--- src/rtl/safety_island_pkg.sv ---
// Shared types and constants for the safety-island memory arbiter.
package safety_island_pkg;

  localparam logic [31:0] ArbTimeoutErrVal = 32'hBADCAB1E;

  typedef enum logic {
    ArbPortInstr  = 1'b0,
    ArbPortShadow = 1'b1
  } arb_port_e;

endpackage

--- src/rtl/fifo_v3.sv ---
// Minimal fifo_v3: synchronous FIFO with combinational head read, drops push-on-full and pop-on-empty.
module fifo_v3 #(
  parameter int unsigned DATA_WIDTH = 32,
  parameter int unsigned DEPTH      = 8
) (
  input  logic                  clk_i,
  input  logic                  rst_ni,
  input  logic                  push_i,
  input  logic [DATA_WIDTH-1:0] data_i,
  input  logic                  pop_i,
  output logic [DATA_WIDTH-1:0] data_o,
  output logic                  full_o,
  output logic                  empty_o
);

  localparam int unsigned AddrW = (DEPTH > 1) ? $clog2(DEPTH) : 1;
  localparam logic [AddrW-1:0] LastPtr   = AddrW'(DEPTH - 1);
  localparam logic [AddrW-1:0] PtrOne    = AddrW'(1);
  localparam logic [AddrW:0]   FullCount = (AddrW + 1)'(DEPTH);
  localparam logic [AddrW:0]   CountOne  = (AddrW + 1)'(1);

  logic [DATA_WIDTH-1:0] mem_q [DEPTH];
  logic [AddrW-1:0]      wr_ptr_q, wr_ptr_d, rd_ptr_q, rd_ptr_d;
  logic [AddrW:0]        count_q, count_d;
  logic                  do_push, do_pop;

  assign full_o  = (count_q == FullCount);
  assign empty_o = (count_q == '0);
  assign do_push = push_i & ~full_o;
  assign do_pop  = pop_i & ~empty_o;
  assign data_o  = mem_q[rd_ptr_q];

  always_comb begin
    wr_ptr_d = wr_ptr_q;
    rd_ptr_d = rd_ptr_q;
    count_d  = count_q;
    if (do_push) wr_ptr_d = (wr_ptr_q == LastPtr) ? '0 : wr_ptr_q + PtrOne;
    if (do_pop)  rd_ptr_d = (rd_ptr_q == LastPtr) ? '0 : rd_ptr_q + PtrOne;
    case ({do_push, do_pop})
      2'b10:   count_d = count_q + CountOne;
      2'b01:   count_d = count_q - CountOne;
      default: count_d = count_q;
    endcase
  end

  always_ff @(posedge clk_i or negedge rst_ni) begin
    if (!rst_ni) begin
      wr_ptr_q <= '0;
      rd_ptr_q <= '0;
      count_q  <= '0;
    end else begin
      wr_ptr_q <= wr_ptr_d;
      rd_ptr_q <= rd_ptr_d;
      count_q  <= count_d;
    end
  end

  // Storage carries no reset; only entries below count_q are ever observed.
  always_ff @(posedge clk_i) begin
    if (do_push) mem_q[wr_ptr_q] <= data_i;
  end

endmodule

--- src/rtl/safety_mem_arbiter.sv ---
// Two-port round-robin arbiter onto one memory port with in-order response routing.
// Optional response timeout enabled by defining SAFETY_MEM_ARB_TIMEOUT_EN.
module safety_mem_arbiter
  import safety_island_pkg::*;
#(
  parameter int unsigned NumOutstanding = 2,
  parameter int unsigned TimeoutCycles  = 1024
) (
  input  logic        clk_i,
  input  logic        rst_ni,
  input  logic        p0_req_i,
  output logic        p0_gnt_o,
  input  logic        p0_we_i,
  input  logic [3:0]  p0_be_i,
  input  logic [31:0] p0_addr_i,
  input  logic [31:0] p0_wdata_i,
  output logic        p0_rvalid_o,
  output logic [31:0] p0_rdata_o,
  output logic        p0_err_o,
  input  logic        p1_req_i,
  output logic        p1_gnt_o,
  input  logic        p1_we_i,
  input  logic [3:0]  p1_be_i,
  input  logic [31:0] p1_addr_i,
  input  logic [31:0] p1_wdata_i,
  output logic        p1_rvalid_o,
  output logic [31:0] p1_rdata_o,
  output logic        p1_err_o,
  output logic        mem_req_o,
  input  logic        mem_gnt_i,
  output logic        mem_we_o,
  output logic [3:0]  mem_be_o,
  output logic [31:0] mem_addr_o,
  output logic [31:0] mem_wdata_o,
  input  logic        mem_rvalid_i,
  input  logic [31:0] mem_rdata_i,
  input  logic        mem_err_i,
  output logic        unexpected_rsp_o,
  output logic        timeout_o
);

  arb_port_e   winner, head_port;
  arb_port_e   rr_q, rr_d, lock_idx_q, lock_idx_d;
  logic        lock_q, lock_d;
  logic        unexpected_q, unexpected_d;
  logic        winner_req, handshake;
  logic        fifo_full, fifo_empty;
  logic [0:0]  fifo_head;
  logic        real_rsp, rsp_valid, timeout_fire;
  logic [31:0] rsp_rdata;
  logic        rsp_err;

  // A requester that has presented mem_req_o keeps the port until it is granted.
  always_comb begin
    if (lock_q)                     winner = lock_idx_q;
    else if (p0_req_i && p1_req_i)  winner = rr_q;
    else if (p1_req_i)              winner = ArbPortShadow;
    else                            winner = ArbPortInstr;
  end

  always_comb begin
    winner_req  = 1'b0;
    mem_we_o    = 1'b0;
    mem_be_o    = '0;
    mem_addr_o  = '0;
    mem_wdata_o = '0;
    if (rst_ni) begin
      if (winner == ArbPortShadow) begin
        winner_req  = p1_req_i;
        mem_we_o    = p1_we_i;
        mem_be_o    = p1_be_i;
        mem_addr_o  = p1_addr_i;
        mem_wdata_o = p1_wdata_i;
      end else begin
        winner_req  = p0_req_i;
        mem_we_o    = p0_we_i;
        mem_be_o    = p0_be_i;
        mem_addr_o  = p0_addr_i;
        mem_wdata_o = p0_wdata_i;
      end
    end
  end

  assign mem_req_o = winner_req & ~fifo_full;
  assign handshake = mem_req_o & mem_gnt_i;
  assign p0_gnt_o  = handshake & (winner == ArbPortInstr);
  assign p1_gnt_o  = handshake & (winner == ArbPortShadow);

  fifo_v3 #(
    .DATA_WIDTH (1),
    .DEPTH      (NumOutstanding)
  ) i_route_fifo (
    .clk_i   (clk_i),
    .rst_ni  (rst_ni),
    .push_i  (handshake),
    .data_i  (1'(winner)),
    .pop_i   (rsp_valid),
    .data_o  (fifo_head),
    .full_o  (fifo_full),
    .empty_o (fifo_empty)
  );

  assign head_port = arb_port_e'(fifo_head);
  assign real_rsp  = rst_ni & mem_rvalid_i & ~fifo_empty;
  assign rsp_valid = real_rsp | timeout_fire;

`ifdef SAFETY_MEM_ARB_TIMEOUT_EN
  localparam int unsigned CntW = (TimeoutCycles > 1) ? $clog2(TimeoutCycles) : 1;
  localparam logic [CntW-1:0] CntLast = CntW'(TimeoutCycles - 1);
  logic [CntW-1:0] cnt_q, cnt_d;

  assign timeout_fire = rst_ni & ~fifo_empty & ~mem_rvalid_i & (cnt_q == CntLast);
  assign timeout_o    = timeout_fire;

  always_comb begin
    cnt_d = cnt_q;
    if (rsp_valid)                       cnt_d = '0;
    else if (!fifo_empty && !mem_rvalid_i) cnt_d = cnt_q + CntW'(1);
  end

  always_ff @(posedge clk_i or negedge rst_ni) begin
    if (!rst_ni) cnt_q <= '0;
    else         cnt_q <= cnt_d;
  end
`else
  assign timeout_fire = 1'b0;
  assign timeout_o    = 1'b0;
`endif

  always_comb begin
    rsp_rdata = '0;
    rsp_err   = 1'b0;
    if (rsp_valid) begin
      rsp_rdata = timeout_fire ? ArbTimeoutErrVal : mem_rdata_i;
      rsp_err   = timeout_fire | mem_err_i;
    end
  end

  assign p0_rvalid_o = rsp_valid & (head_port == ArbPortInstr);
  assign p1_rvalid_o = rsp_valid & (head_port == ArbPortShadow);
  assign p0_rdata_o  = p0_rvalid_o ? rsp_rdata : '0;
  assign p1_rdata_o  = p1_rvalid_o ? rsp_rdata : '0;
  assign p0_err_o    = p0_rvalid_o & rsp_err;
  assign p1_err_o    = p1_rvalid_o & rsp_err;

  always_comb begin
    rr_d         = rr_q;
    lock_d       = lock_q;
    lock_idx_d   = lock_idx_q;
    unexpected_d = unexpected_q | (mem_rvalid_i & fifo_empty);
    if (handshake) begin
      rr_d   = (winner == ArbPortInstr) ? ArbPortShadow : ArbPortInstr;
      lock_d = 1'b0;
    end else if (mem_req_o) begin
      lock_d     = 1'b1;
      lock_idx_d = winner;
    end
  end

  always_ff @(posedge clk_i or negedge rst_ni) begin
    if (!rst_ni) begin
      rr_q         <= ArbPortInstr;
      lock_q       <= 1'b0;
      lock_idx_q   <= ArbPortInstr;
      unexpected_q <= 1'b0;
    end else begin
      rr_q         <= rr_d;
      lock_q       <= lock_d;
      lock_idx_q   <= lock_idx_d;
      unexpected_q <= unexpected_d;
    end
  end

  assign unexpected_rsp_o = unexpected_q;

endmodule

--- config.mk ---
export PLATFORM = sky130hd
export DESIGN_NAME = safety_mem_arbiter
export DESIGN_NICKNAME = d
export VERILOG_FILES = /design/src/rtl/safety_island_pkg.sv /design/src/rtl/fifo_v3.sv /design/src/rtl/safety_mem_arbiter.sv
export SDC_FILE = /design/constraint.sdc
export NUM_CORES = 1
export LEC_CHECK = 0
export ABC_AREA = 1
export CAP_MARGIN = 15
export CORE_AREA = 2 2 125 127
export DETAILED_ROUTE_END_ITERATION = 10
export DIE_AREA = 0 0 127 129
export GPL_ROUTABILITY_DRIVEN = 0
export SYNTH_ARGS = -nofsm -noshare
export SYNTH_HDL_FRONTEND = slang
export SYNTH_SLANG_ARGS = --single-unit
--- constraint.sdc ---
create_clock -name clk_i -period 5.2 [get_ports clk_i]
set_input_delay 1.56 -clock clk_i [delete_from_list [all_inputs] [get_ports clk_i]]
set_output_delay 1.56 -clock clk_i [all_outputs]
set_load 0.1 [all_outputs]
==> out/results.txt <==
Status: finished, final reports clean
Drt pass-1 iters: 4
Max clock buf depth: 2
Leakage Power: 2.997 nW
Rel. slew slack: 32.69%
Worst EP required: 3.64 ns
Global routing's busiest layer: met2
Residual DRC count: 0
Top cell type's share of synthesized area: 30.79%
Post-Synthesis Net Count: 577
Full die area: 16,380 µm²
WHS: 0.4620 ns
Post-Syn Area per Cell: 5.347 µm²
Vias per cell: 4.019
Grt ovf: 0
Port bufs: 317
First-pass GRT wire length: 18.24 mm
Skew-Pair Late Insertion Delay: 0.23 ns
Count of flip-flops with a built-in enable after synthesis: 2
Slew Limit Fails: 0
Startpoint types: primary input
Antenna-violating nets left: 0
Worst Reg-to-Reg Cells: 8
Iter 0 DRT Violations: 109
MaxCap Viol Count: 0
H-tree Lvls: 1
Vias: 3,561
CP Class: in -> out
TritonCTS clock tree: yes
Flop-to-flop setup slack: 3.34 ns
Sw frac: 62.93%
Core ar.: 14,980 µm²
Post-synth top cells: nor2_1 (175), o21ai_0 (70), inv_1 (44)
Post-Route WL: 11.84 mm
Synth Cell Area: 2133 µm²
P_int: 1.118 mW
Hold_buf cts: 0
Initial Util: 14.24%
Synth area leader: nor2_1
Worst Skew: 0.0003694 ns
Placed cells: 882
Max Clk Rate: 208.7 MHz
Dpl hpwl: 10.01 mm
Area delta synth->final: 221.8%
Vias in the first global route: 3,479
CP endpoint kind: output pin
Sequential share of power: 4.3%
Global Route met2 Usage: 24.83%
RR Endpoint: i_route_fifo.count_q[1]
CTS resizes: 0
Critical path peak fanout: 28
Worst hold start: unexpected_rsp_o
Met1 Use GR: 15.68%
Routed len/inst: 13.36 µm
TNS Setup: 0 ns
Root Buffer Master: clkbuf_16
Die width: 127 µm
GR Util met3: 5.530%
Post-synthesis register bit count: 10
Non-filler cells in the finished layout: 886
RSZ-0062 raised after global routing: no
Final hold vios: 0
Sink Count: 10
Count leader, synth: nor2_1
Tightest Hold Check Type: reg -> reg
Io pins: 319
Maximum VDD drop: 242.1 µV
End point of the worst hold path: unexpected_rsp_o
Cell count after synthesis: 399
Tmin final: 4.793 ns
Filler Cells Inserted: 1,444
Commonest register cell after synthesis: dfrtp_1
Setup Buffers After CTS: 0
Ys Warns: 0
Gr usage total: 13.71%
Placed cell area: 6785 µm²
Async SR Flop Fraction: 80.00%
Die span in y: 129 µm
Synth area leaders: nor2_1 (31%), o21ai_0 (16%), dfrtp_1 (9.4%), inv_1 (7.7%), nor2_2 (7.0%)
Initial antenna violation count: 0
Fin area: 6864 µm²
Power density cells: 439.5 nW/µm²
Worst Hold Path Cells: 1
Number of antenna repair diodes: 0
Crit share post-route: 92.17%
Arrival time worst endpoint: 3.23 ns
CP startpoint: p1_req_i
TritonCTS Buffers: 3
Final Setup Violations: 0
RR Startpoint: lock_q
Rows: 45
Largest net degree at the start of global routing: 75
Clk slew on worst S/H paths: 0.04 ns
Layout Nets: 877
Register area share after synthesis: 12.20%
Comb power frac: 91.2%
Sw Pwr: 1.899 mW
Worst-Margin Slew: 1.007 ns
Clock power share: 4.5%
Post-synth cell types: 29
Ratio of cells with drive above 1 in the final layout: 27.94%
## sequential cells by signal, summed over array words and instances, names as in the netlist
name                   count
i_route_fifo.count_q       2
i_route_fifo.mem_q         2
i_route_fifo.rd_ptr_q      1
i_route_fifo.wr_ptr_q      1
lock_idx_q                 1
lock_q                     1
rr_q                       1
unexpected_rsp_o           1
## worst max path at each step
stage / slack, ns / cells after the start / to
after floorplan: 0.02 / 4 / p1_err_o
after global placement: 0.40 / 9 / mem_wdata_o[25]
after detailed placement: 0.42 / 9 / mem_addr_o[10]
after CTS: 0.40 / 9 / mem_wdata_o[23]
after global routing: 0.20 / 9 / mem_wdata_o[25]
final: 0.41 / 9 / mem_wdata_o[25]
## placed cells by master, fill, tap and decap left out
| master | synthesis | routed |
|---|---|---|
| xnor2_1 | 1 | 1 |
| inv_2 | 3 | 3 |
| nand3_4 | 1 | 1 |
| buf_2 | 10 | 1 |
| clkinv_1 | 0 | 1 |
| dfrtp_1 | 8 | 8 |
| nand2_1 | 14 | 14 |
| nand2_4 | 1 | 1 |
| nor2_4 | 11 | 11 |
| or2_0 | 1 | 1 |
| a31o_2 | 1 | 1 |
| nor2_1 | 175 | 175 |
| inv_1 | 44 | 44 |
| buf_12 | 2 | 141 |
| conb_1 | 1 | 1 |
| nand3_1 | 3 | 3 |
| clkdlybuf4s50_1 | 0 | 176 |
| nand2_2 | 2 | 2 |
| clkbuf_16 | 0 | 3 |
| edfxtp_1 | 2 | 2 |
| nand4_1 | 3 | 3 |
| o21ai_2 | 1 | 1 |
| xor2_1 | 2 | 2 |
| nor2_2 | 24 | 24 |
| o21ai_0 | 70 | 70 |
| a21oi_1 | 1 | 1 |
| buf_4 | 7 | 5 |
| ha_1 | 1 | 1 |
| inv_4 | 1 | 1 |
## stage by stage
step	util, %	worst slack [ns]	power, mW
6_report	45.83	0.4074	3.017
5_1_grt	45.83	0.2047	3.143
4_1_cts	45.83	0.4034	3.044
3_5_place_dp	45.30	0.4151	2.903
3_3_place_gp	45.30	0.4035	2.894
2_1_floorplan	-	0.02306	1.879
## critical path, cell delays in order
cell and delay (ns):
clkdlybuf4s50_1 0.48, inv_1 0.04, nor2_1 0.09, nand2_1 0.09
nand2_2 0.10, buf_4 0.27, o21ai_0 0.16, nor2_1 0.22
buf_12 0.21
## cell type report
type | instances | area (µm²) | area share (%)
Clock inverter | 1 | 3.754 | 0.05468
Inverter | 48 | 182.7 | 2.661
Sequential cell | 10 | 260.3 | 3.791
Tap cell | 188 | 235.2 | 3.427
Timing Repair Buffer | 323 | 4627 | 67.41
Clock buffer | 3 | 75.07 | 1.094
Multi-Input combinational cell | 313 | 1480 | 21.56
## routing by layer
layer / share of wire (%) / routed length (µm)
met2: 50 / 5925
met1: 38 / 4455
met4: 0.75 / 89
met3: 12 / 1367
met5: 0 / 0
## logic make-up after synthesis
kind of cell / after synthesis / share of synthesized area, %
other: 1 / 0.1758
XOR/XNOR: 3 / 1.232
adder cells (fa/ha/maj): 1 / 0.5864
AO/OA/AOI/OAI: 73 / 17.48
buffers and inverters: 76 / 18.42
AND/OR/NAND/NOR: 235 / 49.91
flip-flops: 10 / 12.20
## power by group through the flow
stage / registers, mW / logic [mW] / clock network, mW
finish: 0.131 / 2.75 / 0.136
global route: 0.134 / 2.87 / 0.141
CTS: 0.131 / 2.77 / 0.139
detailed placement: 0.132 / 2.77 / 0
global placement: 0.131 / 2.76 / 0
floorplan: 0.130 / 1.75 / 0
Note: power is estimated with default switching activity, not from simulation.
==> edit 1, RTL diff (config.mk and constraints unchanged) <==
Change the parameter `NumOutstanding` from 2 to 1.
--- a/src/rtl/safety_mem_arbiter.sv
+++ b/src/rtl/safety_mem_arbiter.sv
@@ -3,7 +3,7 @@
 module safety_mem_arbiter
   import safety_island_pkg::*;
 #(
-  parameter int unsigned NumOutstanding = 2,
+  parameter int unsigned NumOutstanding = 1,
   parameter int unsigned TimeoutCycles  = 1024
 ) (
   input  logic        clk_i,
Behaviour: not the same (a bounded check fails within 4 cycles, from zero or initial values and one cycle with rst_ni low).
==> edit 1 against the original RTL <==
Design area is 2.6% lower. Via count shrank 1.7%. Worst setup slack worse by 0.095 ns. Critical endpoint is now p0_rdata_o[12]. Sequential share of layout area shrank 1.1 points. Fmax is 1.9% lower. Sequential cell count fell by 3. Combinational power decreased by 13%. Largest cell class unchanged. Synthesized area fell by 13%. Global-route usage is 0.31 points higher. Utilization is 1.2 points lower. Largest power group unchanged. Routed wire length increased by 2.9%. Highest routed layer unchanged. Power is 13% lower.
==> edit 1: results (changes against the original RTL) <==
stage,metric,value,unit,change
status,run status,completed,,
synth,area share of the largest cell type after synthesis,0.400,,+0.0925
timing,worst relative slew slack,0.341,,+0.0141
critical_path,launch point of the critical path,mem_rvalid_i,,
power_and_ir_drop,net switching component of the power,0.00164,W,-14%
layout,layout cell share with drive strength beyond 1,0.249,,-0.0305
timing,worst path setup slack after routing,0.313,ns,-0.0945 ns
critical_path,logic depth of the worst register-to-register path,7,,-1
layout,layout net count,872,,-0.57%
detailed_routing,vias per cell,3.98,,-0.87%
global_routing,GRT met2 Usage,0.265,,+0.0164
synth,top area cells in the synthesized netlist,"sky130_fd_sc_hd__nor2_1 (40%), sky130_fd_sc_hd__o21ai_0 (19%), sky130_fd_sc_hd__inv_1 (9.1%)",,
detailed_routing,met2 WL,6310,um,+6.4%
detailed_routing,Routed met3 length,1240,um,-9.4%
detailed_routing,detailed-route wire length on metal 1,4580,um,+2.9%
power_and_ir_drop,leakage dissipation,2.96,nW,-1.1%
global_routing,overall fraction of global-route tracks in use,0.140,,+0.00314
detailed_routing,Routed WL,12200,um,+2.9%
synth,top cells by instance count after synthesis,"sky130_fd_sc_hd__nor2_1 (197), sky130_fd_sc_hd__o21ai_0 (70), sky130_fd_sc_hd__inv_1 (45)",,
power_and_ir_drop,Worst VDD drop,0.284,mV,+17%
critical_path,Reg2Reg Launch Point,i_route_fifo.count_q[0]$_DFFE_PN0P_,,
synth,XOR/XNOR share of the synthesized area,0.00949,,-0.00283
global_routing,via count of the first global-routing pass,3411,,-2.0%
critical_path,worst setup path end,p0_rdata_o[12],,
timing,clk_skew,0.00136,ns,+0.000994 ns
==> edit 1: changes by cell type after synthesis, moves of 6 or more <==
| cell | change |
|---|---|
| sky130_fd_sc_hd__clkbuf_1 | +8 |
| sky130_fd_sc_hd__nor2_4 | -10 |
| sky130_fd_sc_hd__buf_4 | -6 |
| sky130_fd_sc_hd__nor2_2 | -13 |
| sky130_fd_sc_hd__nor2_1 | +22 |
==> edit 1: power by group through the flow <==
stage	clock network, W	registers (W)	logic [W]
2_1_floorplan	0	0.0000874	0.00146
3_3_place_gp	0	0.0000902	0.00241
3_5_place_dp	0	0.0000913	0.00242
4_1_cts	0.000136	0.0000913	0.00242
5_1_grt	0.000140	0.0000936	0.00251
6_report	0.000132	0.0000916	0.00240
==> edit 1: area by class of cell <==
cell class	count	area (um2)	area share
flip-flops and latches	7	180	0.0270
well taps	188	235	0.0352
clock buffers	4	78.8	0.0118
multi-input cells	306	1340	0.200
repair buffers	325	4670	0.698
inverters	49	184	0.0275
==> edit 2, RTL diff (config.mk and constraints unchanged) <==
Made on the original files. Put a register stage on the outputs `p0_err_o` and `p1_err_o`, without a reset. The values now appear one clock later. The other outputs are not delayed to match.
--- a/src/rtl/safety_mem_arbiter.sv
+++ b/src/rtl/safety_mem_arbiter.sv
@@ -140,8 +140,10 @@
   assign p1_rvalid_o = rsp_valid & (head_port == ArbPortShadow);
   assign p0_rdata_o  = p0_rvalid_o ? rsp_rdata : '0;
   assign p1_rdata_o  = p1_rvalid_o ? rsp_rdata : '0;
-  assign p0_err_o    = p0_rvalid_o & rsp_err;
-  assign p1_err_o    = p1_rvalid_o & rsp_err;
+  always_ff @(posedge clk_i) begin
+    p0_err_o <= p0_rvalid_o & rsp_err;
+    p1_err_o <= p1_rvalid_o & rsp_err;
+  end
 
   always_comb begin
     rr_d         = rr_q;
Check against the original RTL: not equivalent (a bounded check fails within 4 cycles, from zero or initial values and one cycle with rst_ni low).
==> edit 2 against the original RTL <==
Power rose by 1.0%. Global-route usage barely moved. Synthesized area rose by 1.9%. Cell count rose by 0.23%. Non-clock buffer count did not move. Design area rose by 0.47%. Worst setup slack improved by 0.045 ns. Clock skew rose by 0.0025 ns. Register-to-register slack barely moved. Sequential cell count rose by 2. Sequential power rose by 13%. Routed wire length fell by 0.75%. Critical path type unchanged. Highest routed layer unchanged.
==> edit 2: results (changes against the original RTL) <==
stage,metric,value,unit,change
status,run status,completed,,
detailed_routing,vias per cell,4.02,,about the same
layout,layout cell share with drive strength beyond 1,0.276,,-0.00366
layout,fraction of area in clock buffers and inverters,0.0114,,-0.0000542
critical_path,logic depth of the worst register-to-register path,9,,+1
timing,clk_skew,0.00284,ns,+0.00247 ns
critical_path,launch point of the critical path,p1_req_i,,
hold_path,Hold Path Depth,2,,+1
synth,top area cells in the synthesized netlist,"sky130_fd_sc_hd__nor2_1 (30%), sky130_fd_sc_hd__o21ai_0 (16%), sky130_fd_sc_hd__dfrtp_1 (9.2%)",,
power_and_ir_drop,Worst VDD drop,0.283,mV,+17%
critical_path,Max Fanout on Critical Path,61,,+120%
global_routing,first-pass GRT wire length,18100,um,-0.72%
layout,layout net count,879,,+0.23%
critical_path,worst path arrival time,3.19,ns,-0.04 ns
layout,final non-filler cell total,888,,+0.23%
layout,FILL cells,1436,,-0.55%
detailed_routing,Routed met3 length,1350,um,-0.95%
synth,Cell variety after synth,30,,+3.4%
global_routing,overall fraction of global-route tracks in use,0.137,,-0.000413
critical_path,Reg2Reg Launch Point,i_route_fifo.count_q[0]$_DFFE_PN0P_,,
layout,Storage cell area,300,um2,+15%
layout,Non-Clock Buffer Area Fraction,0.670,,-0.00427
timing,Hold Slack,0.466,ns,+0.00397 ns
hold_path,end point of the most critical hold path,lock_idx_q$_DFFE_PN0P_,,
power_and_ir_drop,net switching component of the power,0.00190,W,+0.16%
synth,sequential share of the synthesized area,0.138,,+0.0162
synth,share of synthesized flip-flops with an asynchronous set or reset,0.667,,-0.133
placement,setup slack at placement,0.434,ns,+0.0189 ns
clocking,number of gates given a new drive strength after cts,0,,unchanged
power_and_ir_drop,power of the sequential group,0.000148,W,+13%
synth,netlist area before placement,2170,um2,+1.9%
global_routing,largest net degree at the start of global routing,62,,-17%
detailed_routing,WL/cell,13.2,um,-0.98%
timing,final critical delay including setup and external delays,4.75,ns,-0.0453 ns
critical_path,register-to-register setup slack,3.33,ns,about the same
power_and_ir_drop,total design power,0.00305,W,+1.0%
global_routing,via count of the first global-routing pass,3464,,-0.43%
power_and_ir_drop,leakage dissipation,3.01,nW,+0.36%
synth,number of nets in the synthesized netlist,579,,+0.35%
critical_path,RR Endpoint,i_route_fifo.count_q[1]$_DFFE_PN0P_,,
layout,post-layout instance area,6900,um2,+0.47%
critical_path,worst setup path end,mem_addr_o[12],,
layout,count of flip-flops and latches,12,,+2
power_and_ir_drop,Biggest consumer,combinational cells,,
placement,detailed placer's ending HPWL,9950,um,-0.64%
placement,Post-Place Cell Area,6820,um2,+0.48%
timing,worst relative slew slack,0.346,,+0.0196
detailed_routing,met2 WL,6120,um,+3.3%
synth,Mean Syn Cell Area,5.42,um2,+1.4%
hold_path,launch point of the worst hold path,lock_idx_q$_DFFE_PN0P_,,
## edit 2: layer usage
| layer | GRT usage | up-vias |
|---|---|---|
| met5 | 0 | - |
| met4 | 0.0233 | 0 |
| met3 | 0.0528 | 8 |
| met2 | 0.257 | 204 |
| met1 | 0.148 | 1540 |
| li1 | - | 1815 |
## edit 2: cells by family (layout without fill, tap and decap cells)
family | Yosys count | count (layout) | synth area share
xor gates and xnor gates | 3 | 3 | 0.0121
adders and majority gates | 1 | 1 | 0.00576
AOI/OAI and AO/OA | 73 | 73 | 0.172
DFF | 12 | 12 | 0.138
buffers and inverters | 76 | 375 | 0.181
and+or+nand+nor | 235 | 235 | 0.490
other | 1 | 1 | 0.00173
